File: src/rtl/boot_loader.sv
// Byte-stream program loader: writes MEM_DEPTH bytes into program RAM via MAR/RAM bus phases
// and holds the CPU in reset until a full image is in. Define BOOT_CHECKSUM_EN for a trailing checksum byte.
module boot_loader #(
  parameter int MEM_DEPTH = 16,
  parameter int ADDR_W    = 4
) (
  input  logic       clk,
  input  logic       rst_n,
  input  logic       start,
  input  logic [7:0] byte_in,
  input  logic       byte_valid,
  output logic       byte_ready,
  output logic       bootload_address,
  output logic       bootload_ram,
  output logic [7:0] boot_data,
  output logic       cpu_rst,
  output logic       busy,
  output logic       done,
  output logic       err
);

  localparam logic [ADDR_W-1:0] LAST_ADDR = ADDR_W'(MEM_DEPTH - 1);

  typedef enum logic [2:0] {
    IDLE,
    WAIT_BYTE,
    ADDR,
    DATA,
    DONE
`ifdef BOOT_CHECKSUM_EN
    , CHECK,
    ERROR
`endif
  } state_t;

  state_t            state;
  logic [ADDR_W-1:0] addr;
  logic [7:0]        byte_q;
  logic              take_byte;
  logic              restart;

  assign take_byte = byte_valid & byte_ready;

  // A new load may only begin from a resting state; start is ignored mid-load.
  always_comb begin
    restart = 1'b0;
    if (start) begin
      case (state)
        IDLE, DONE: restart = 1'b1;
`ifdef BOOT_CHECKSUM_EN
        ERROR:      restart = 1'b1;
`endif
        default:    restart = 1'b0;
      endcase
    end
  end

`ifdef BOOT_CHECKSUM_EN
  logic [7:0] sum;
`else
  assign err = 1'b0;
`endif

  always_ff @(posedge clk or negedge rst_n) begin
    if (!rst_n) begin
      state            <= IDLE;
      addr             <= '0;
      byte_q           <= '0;
      byte_ready       <= 1'b0;
      bootload_address <= 1'b0;
      bootload_ram     <= 1'b0;
      boot_data        <= '0;
      cpu_rst          <= 1'b1;
      busy             <= 1'b0;
      done             <= 1'b0;
`ifdef BOOT_CHECKSUM_EN
      sum              <= '0;
      err              <= 1'b0;
`endif
    end else if (restart) begin
      state      <= WAIT_BYTE;
      addr       <= '0;
      byte_ready <= 1'b1;
      busy       <= 1'b1;
      done       <= 1'b0;
      cpu_rst    <= 1'b1;
`ifdef BOOT_CHECKSUM_EN
      sum        <= '0;
      err        <= 1'b0;
`endif
    end else begin
      case (state)
        WAIT_BYTE: begin
          if (take_byte) begin
            byte_q           <= byte_in;
            byte_ready       <= 1'b0;
            bootload_address <= 1'b1;
            boot_data        <= 8'(addr);
            state            <= ADDR;
`ifdef BOOT_CHECKSUM_EN
            sum              <= sum + byte_in;
`endif
          end
        end
        ADDR: begin
          bootload_address <= 1'b0;
          bootload_ram     <= 1'b1;
          boot_data        <= byte_q;
          state            <= DATA;
        end
        DATA: begin
          bootload_ram <= 1'b0;
          if (addr == LAST_ADDR) begin
`ifdef BOOT_CHECKSUM_EN
            byte_ready <= 1'b1;
            state      <= CHECK;
`else
            done       <= 1'b1;
            cpu_rst    <= 1'b0;
            busy       <= 1'b0;
            state      <= DONE;
`endif
          end else begin
            addr       <= addr + 1'b1;
            byte_ready <= 1'b1;
            state      <= WAIT_BYTE;
          end
        end
`ifdef BOOT_CHECKSUM_EN
        // The trailing byte is only compared, never written to RAM.
        CHECK: begin
          if (take_byte) begin
            byte_ready <= 1'b0;
            busy       <= 1'b0;
            if (byte_in == sum) begin
              done    <= 1'b1;
              cpu_rst <= 1'b0;
              state   <= DONE;
            end else begin
              err     <= 1'b1;
              state   <= ERROR;
            end
          end
        end
        ERROR: state <= ERROR;
`endif
        IDLE:    state <= IDLE;
        DONE:    state <= DONE;
        default: state <= IDLE;
      endcase
    end
  end

  a_bus_exclusive: assert property (@(posedge clk) disable iff (!rst_n)
    !(bootload_address && bootload_ram));

  a_cpu_released_only_when_done: assert property (@(posedge clk) disable iff (!rst_n)
    cpu_rst == !done);

endmodule

File: config.mk
export PLATFORM = sky130hd
export DESIGN_NAME = boot_loader
export DESIGN_NICKNAME = d
export VERILOG_FILES = /design/src/rtl/boot_loader.sv
export SDC_FILE = /design/constraint.sdc
export NUM_CORES = 1
export LEC_CHECK = 0
export ABC_CLOCK_PERIOD_IN_PS = 4950
export BUFFER_PORTS_ARGS = -buffer_cell sky130_fd_sc_hd__buf_2
export CAP_MARGIN = 20
export CORE_AREA = 2 2 57 59
export CTS_BUF_LIST = sky130_fd_sc_hd__clkbuf_8
export DETAILED_ROUTE_END_ITERATION = 8
export DIE_AREA = 0 0 59 61
export PLACE_DENSITY_LB_ADDON = 0.2
export SYNTH_ARGS = -nofsm -noshare
export SYNTH_HDL_FRONTEND = slang
export SYNTH_SLANG_ARGS = --single-unit
File: constraint.sdc
create_clock -name clk -period 4.95 [get_ports clk]
set_input_delay 0.7425 -clock clk [delete_from_list [all_inputs] [get_ports clk]]
set_output_delay 0.7425 -clock clk [all_outputs]
set_load 0.02 [all_outputs]
==> impl_metrics.json <==
{
  "status": "completed",
  "hp-class": "flip-flop to flip-flop",
  "synth.avg_cell_area_sq_um": 13.3,
  "wl_um": 2280,
  "crit_arrival_ps": 1990,
  "area_delta_synth_final_pct": 15.8,
  "clock_sinks": 29,
  "clock_path_buffers": 2,
  "period_needed_ps": 1840,
  "finalSetupTns_ps": 0,
  "synth_edf_count": 0,
  "vias": 862,
  "worstMarginPinSlew_ps": 654,
  "dieArea_sq_mm": 0.00360,
  "finalHoldViolations": 0,
  "grt-ovfl-total": 0,
  "synth_top_area_share_pct": 53.8,
  "fin_cells": 159,
  "timing.rr.end": "boot_data[1]",
  "initial_utilization_pct": 44.1,
  "ys_seq_area_share_pct": 55.9,
  "yosysWarnings": 0,
  "path_clk_slew_ps": 60,
  "skew_ps": 2.65,
  "grt_usage_pct": 15.0,
  "wl_per_cell_um": 14.4,
  "power_leakage_nw": 0.749,
  "p_seq_share_pct": 46.1,
  "antenna_cells": 0,
  "portBuffers": 25,
  "route.detailed.drc": 0,
  "finalCritPeriodShare_pct": 37.1,
  "vias_per_cell": 5.42,
  "relSlewSlack_pct": 56.4,
  "nets": 138,
  "critPathLaunchType": "flip-flop",
  "hpwl_um": 1630,
  "dieHeight_um": 61,
  "grtUsageMet3_pct": 6.40,
  "fin_ws_ps": 3110,
  "fmax_mhz": 544,
  "grtUsageMet2_pct": 21.6,
  "cts-resized-gates": 0,
  "cts_hold_buf": 0,
  "ir_drop_mv": 0.194,
  "swShare_pct": 35.1,
  "synth_area_leaders": "dfrtp_1, mux2_1, a22o_1, mux2i_1, a21o_1",
  "yosys-top-cells-count": "dfrtp_1, mux2_1, nand2_1",
  "p_int_mw": 0.550,
  "dp.cells": 151,
  "drt_iter0_markers": 28,
  "drv_cap": 0,
  "synth_ff_type": "dfrtp_1",
  "grt_antenna_before_repair": 0,
  "clockRootBuffer": "clkbuf_8",
  "regArea_sq_um": 727,
  "core_sq_mm": 0.00295,
  "grt_pass1_wl_um": 3750,
  "reg2reg_slack_ps": 3110,
  "drt_pass1_iterations": 4,
  "reg2reg_from": "state[1]",
  "hold_end": "bootload_address",
  "drive_gt1_share_pct": 28.6,
  "cts_made_buffers": 5,
  "fp.dieW_um": 59,
  "synth_top_area_cell": "dfrtp_1",
  "multi_input_area_sq_um": 526,
  "path_class": "flip-flop to flip-flop",
  "ios": 27,
  "hp-start": "bootload_address",
  "path_max_fanout": 12,
  "yosysMostFrequentCell": "dfrtp_1",
  "dpl_worst_slack_ps": 3110,
  "maxSlewViolCount": 0,
  "syn_area_sq_mm": 0.00130,
  "async_flop_share_pct": 100,
  "synth_cell_types": 36,
  "p_clk_share_pct": 20.7,
  "cp.required_ps": 5100,
  "hold_depth": 1,
  "netlist_instances": 98,
  "place.gp.congestion": 0.708,
  "power_switching_mw": 0.297,
  "post-cts-setup-buffer-count": 0,
  "combPwrFrac_pct": 33.2,
  "row_count": 20,
  "synth_seq_cells": 29,
  "gr-usage-met1_pct": 18.9,
  "detail-route-antenna-nets": 0,
  "power.density_mw_per_mm2": 562,
  "syn-num-nets": 111,
  "clk_latency_ps": 280,
  "busiest_layer": "met2",
  "reg2reg_depth": 3,
  "fill_cells": 289,
  "finalSetupViolCount": 0,
  "grt_max_degree": 30,
  "end_kind": "flip-flop",
  "rsz0062_at_grt": "no",
  "grt_pass1_vias": 826,
  "cts.htree.levels": 2,
  "cts_tree": "yes"
}
==> worst max-delay path by stage <==
| stage | start | end | slack [ps] |
|---|---|---|---|
| floorplan | byte_valid | boot_data[0] | 3330 |
| global placement | byte_valid | boot_data[1] | 3150 |
| detailed placement | byte_valid | boot_data[1] | 3110 |
| CTS | state[1] | boot_data[1] | 3120 |
| global route | state[1] | boot_data[1] | 3030 |
| finish | state[1] | boot_data[1] | 3110 |
==> stage by stage <==
stage	hold WS [ps]	total power, mW	area, sq um	util, %
CTS	474	0.860	1510	51.0
floorplan	447	0.608	1300	-
global placement	454	0.671	1430	48.3
finish	471	0.847	1510	51.0
global route	499	0.905	1510	51.0
detailed placement	461	0.682	1430	48.3
==> worst max-delay path: stages, from the launching register on <==
cell and delay (ps):
dfrtp_1 550, nor3b_4 500, mux2_1 360, mux2_1 300
==> layer usage <==
layer | part of all wire [%] | wire length [um] | vias to the layer above
met5 | 0 | 0 | -
met4 | 2.3 | 53 | 0
met3 | 4.7 | 108 | 7
met2 | 47 | 1060 | 22
met1 | 46 | 1060 | 425
li1 | - | - | 408
==> power groups by stage <==
stage          Clock (mW)  Combinational [mW]  Sequential (mW)
3_3_place_gp            0               0.280            0.391
6_report            0.175               0.281            0.391
5_1_grt             0.190               0.311            0.404
4_1_cts             0.181               0.287            0.392
2_1_floorplan           0               0.203            0.405
3_5_place_dp            0               0.286            0.396
==> area by class of cell <==
type / instances / share of cell area [%]
Clock inverter: 3 / 0.748
Timing Repair Buffer: 25 / 8.31
Multi-Input combinational cell: 62 / 34.9
Inverter: 2 / 0.498
Clock buffer: 5 / 4.57
Tap cell: 33 / 2.74
Sequential cell: 29 / 48.3
==> flip-flops by register name, summed over array words and instances (netlist names) <==
name,cells
cpu_rst,1
state,3
busy,1
bootload_ram,1
done,1
boot_data,8
byte_ready,1
bootload_address,1
byte_q,8
addr,4
==> layout by cell type (no fill, tap or decap), drive strengths merged <==
cell type	n
nor3	1
buf	25
nor3b	2
clkbuf	5
nand2b	1
nand2	5
o22ai	1
mux2	16
o211ai	1
conb	1
a22o	4
a22oi	1
ha	1
nand3b	1
dfstp	1
o41ai	1
a21oi	3
nor2	2
and3	1
a21o	5
nor2b	1
dfrtp	28
o21ai	3
and3b	1
mux2i	3
nand3	4
or3	1
or3b	1
nand4b	1
inv	5
==> kinds of logic (layout without fill, tap and decap cells) <==
| family | after synthesis | after routing | share of synthesized area (%) |
|---|---|---|---|
| buffers and inverters | 7 | 35 | 3.75 |
| other | 1 | 1 | 0.288 |
| adders and majority gates | 1 | 1 | 0.961 |
| muxes | 19 | 19 | 16.2 |
| DFF | 29 | 29 | 55.9 |
| and+or+nand+nor | 22 | 22 | 12.2 |
| AOI/OAI and AO/OA | 19 | 19 | 10.8 |
(Power assumes the default switching activity.)
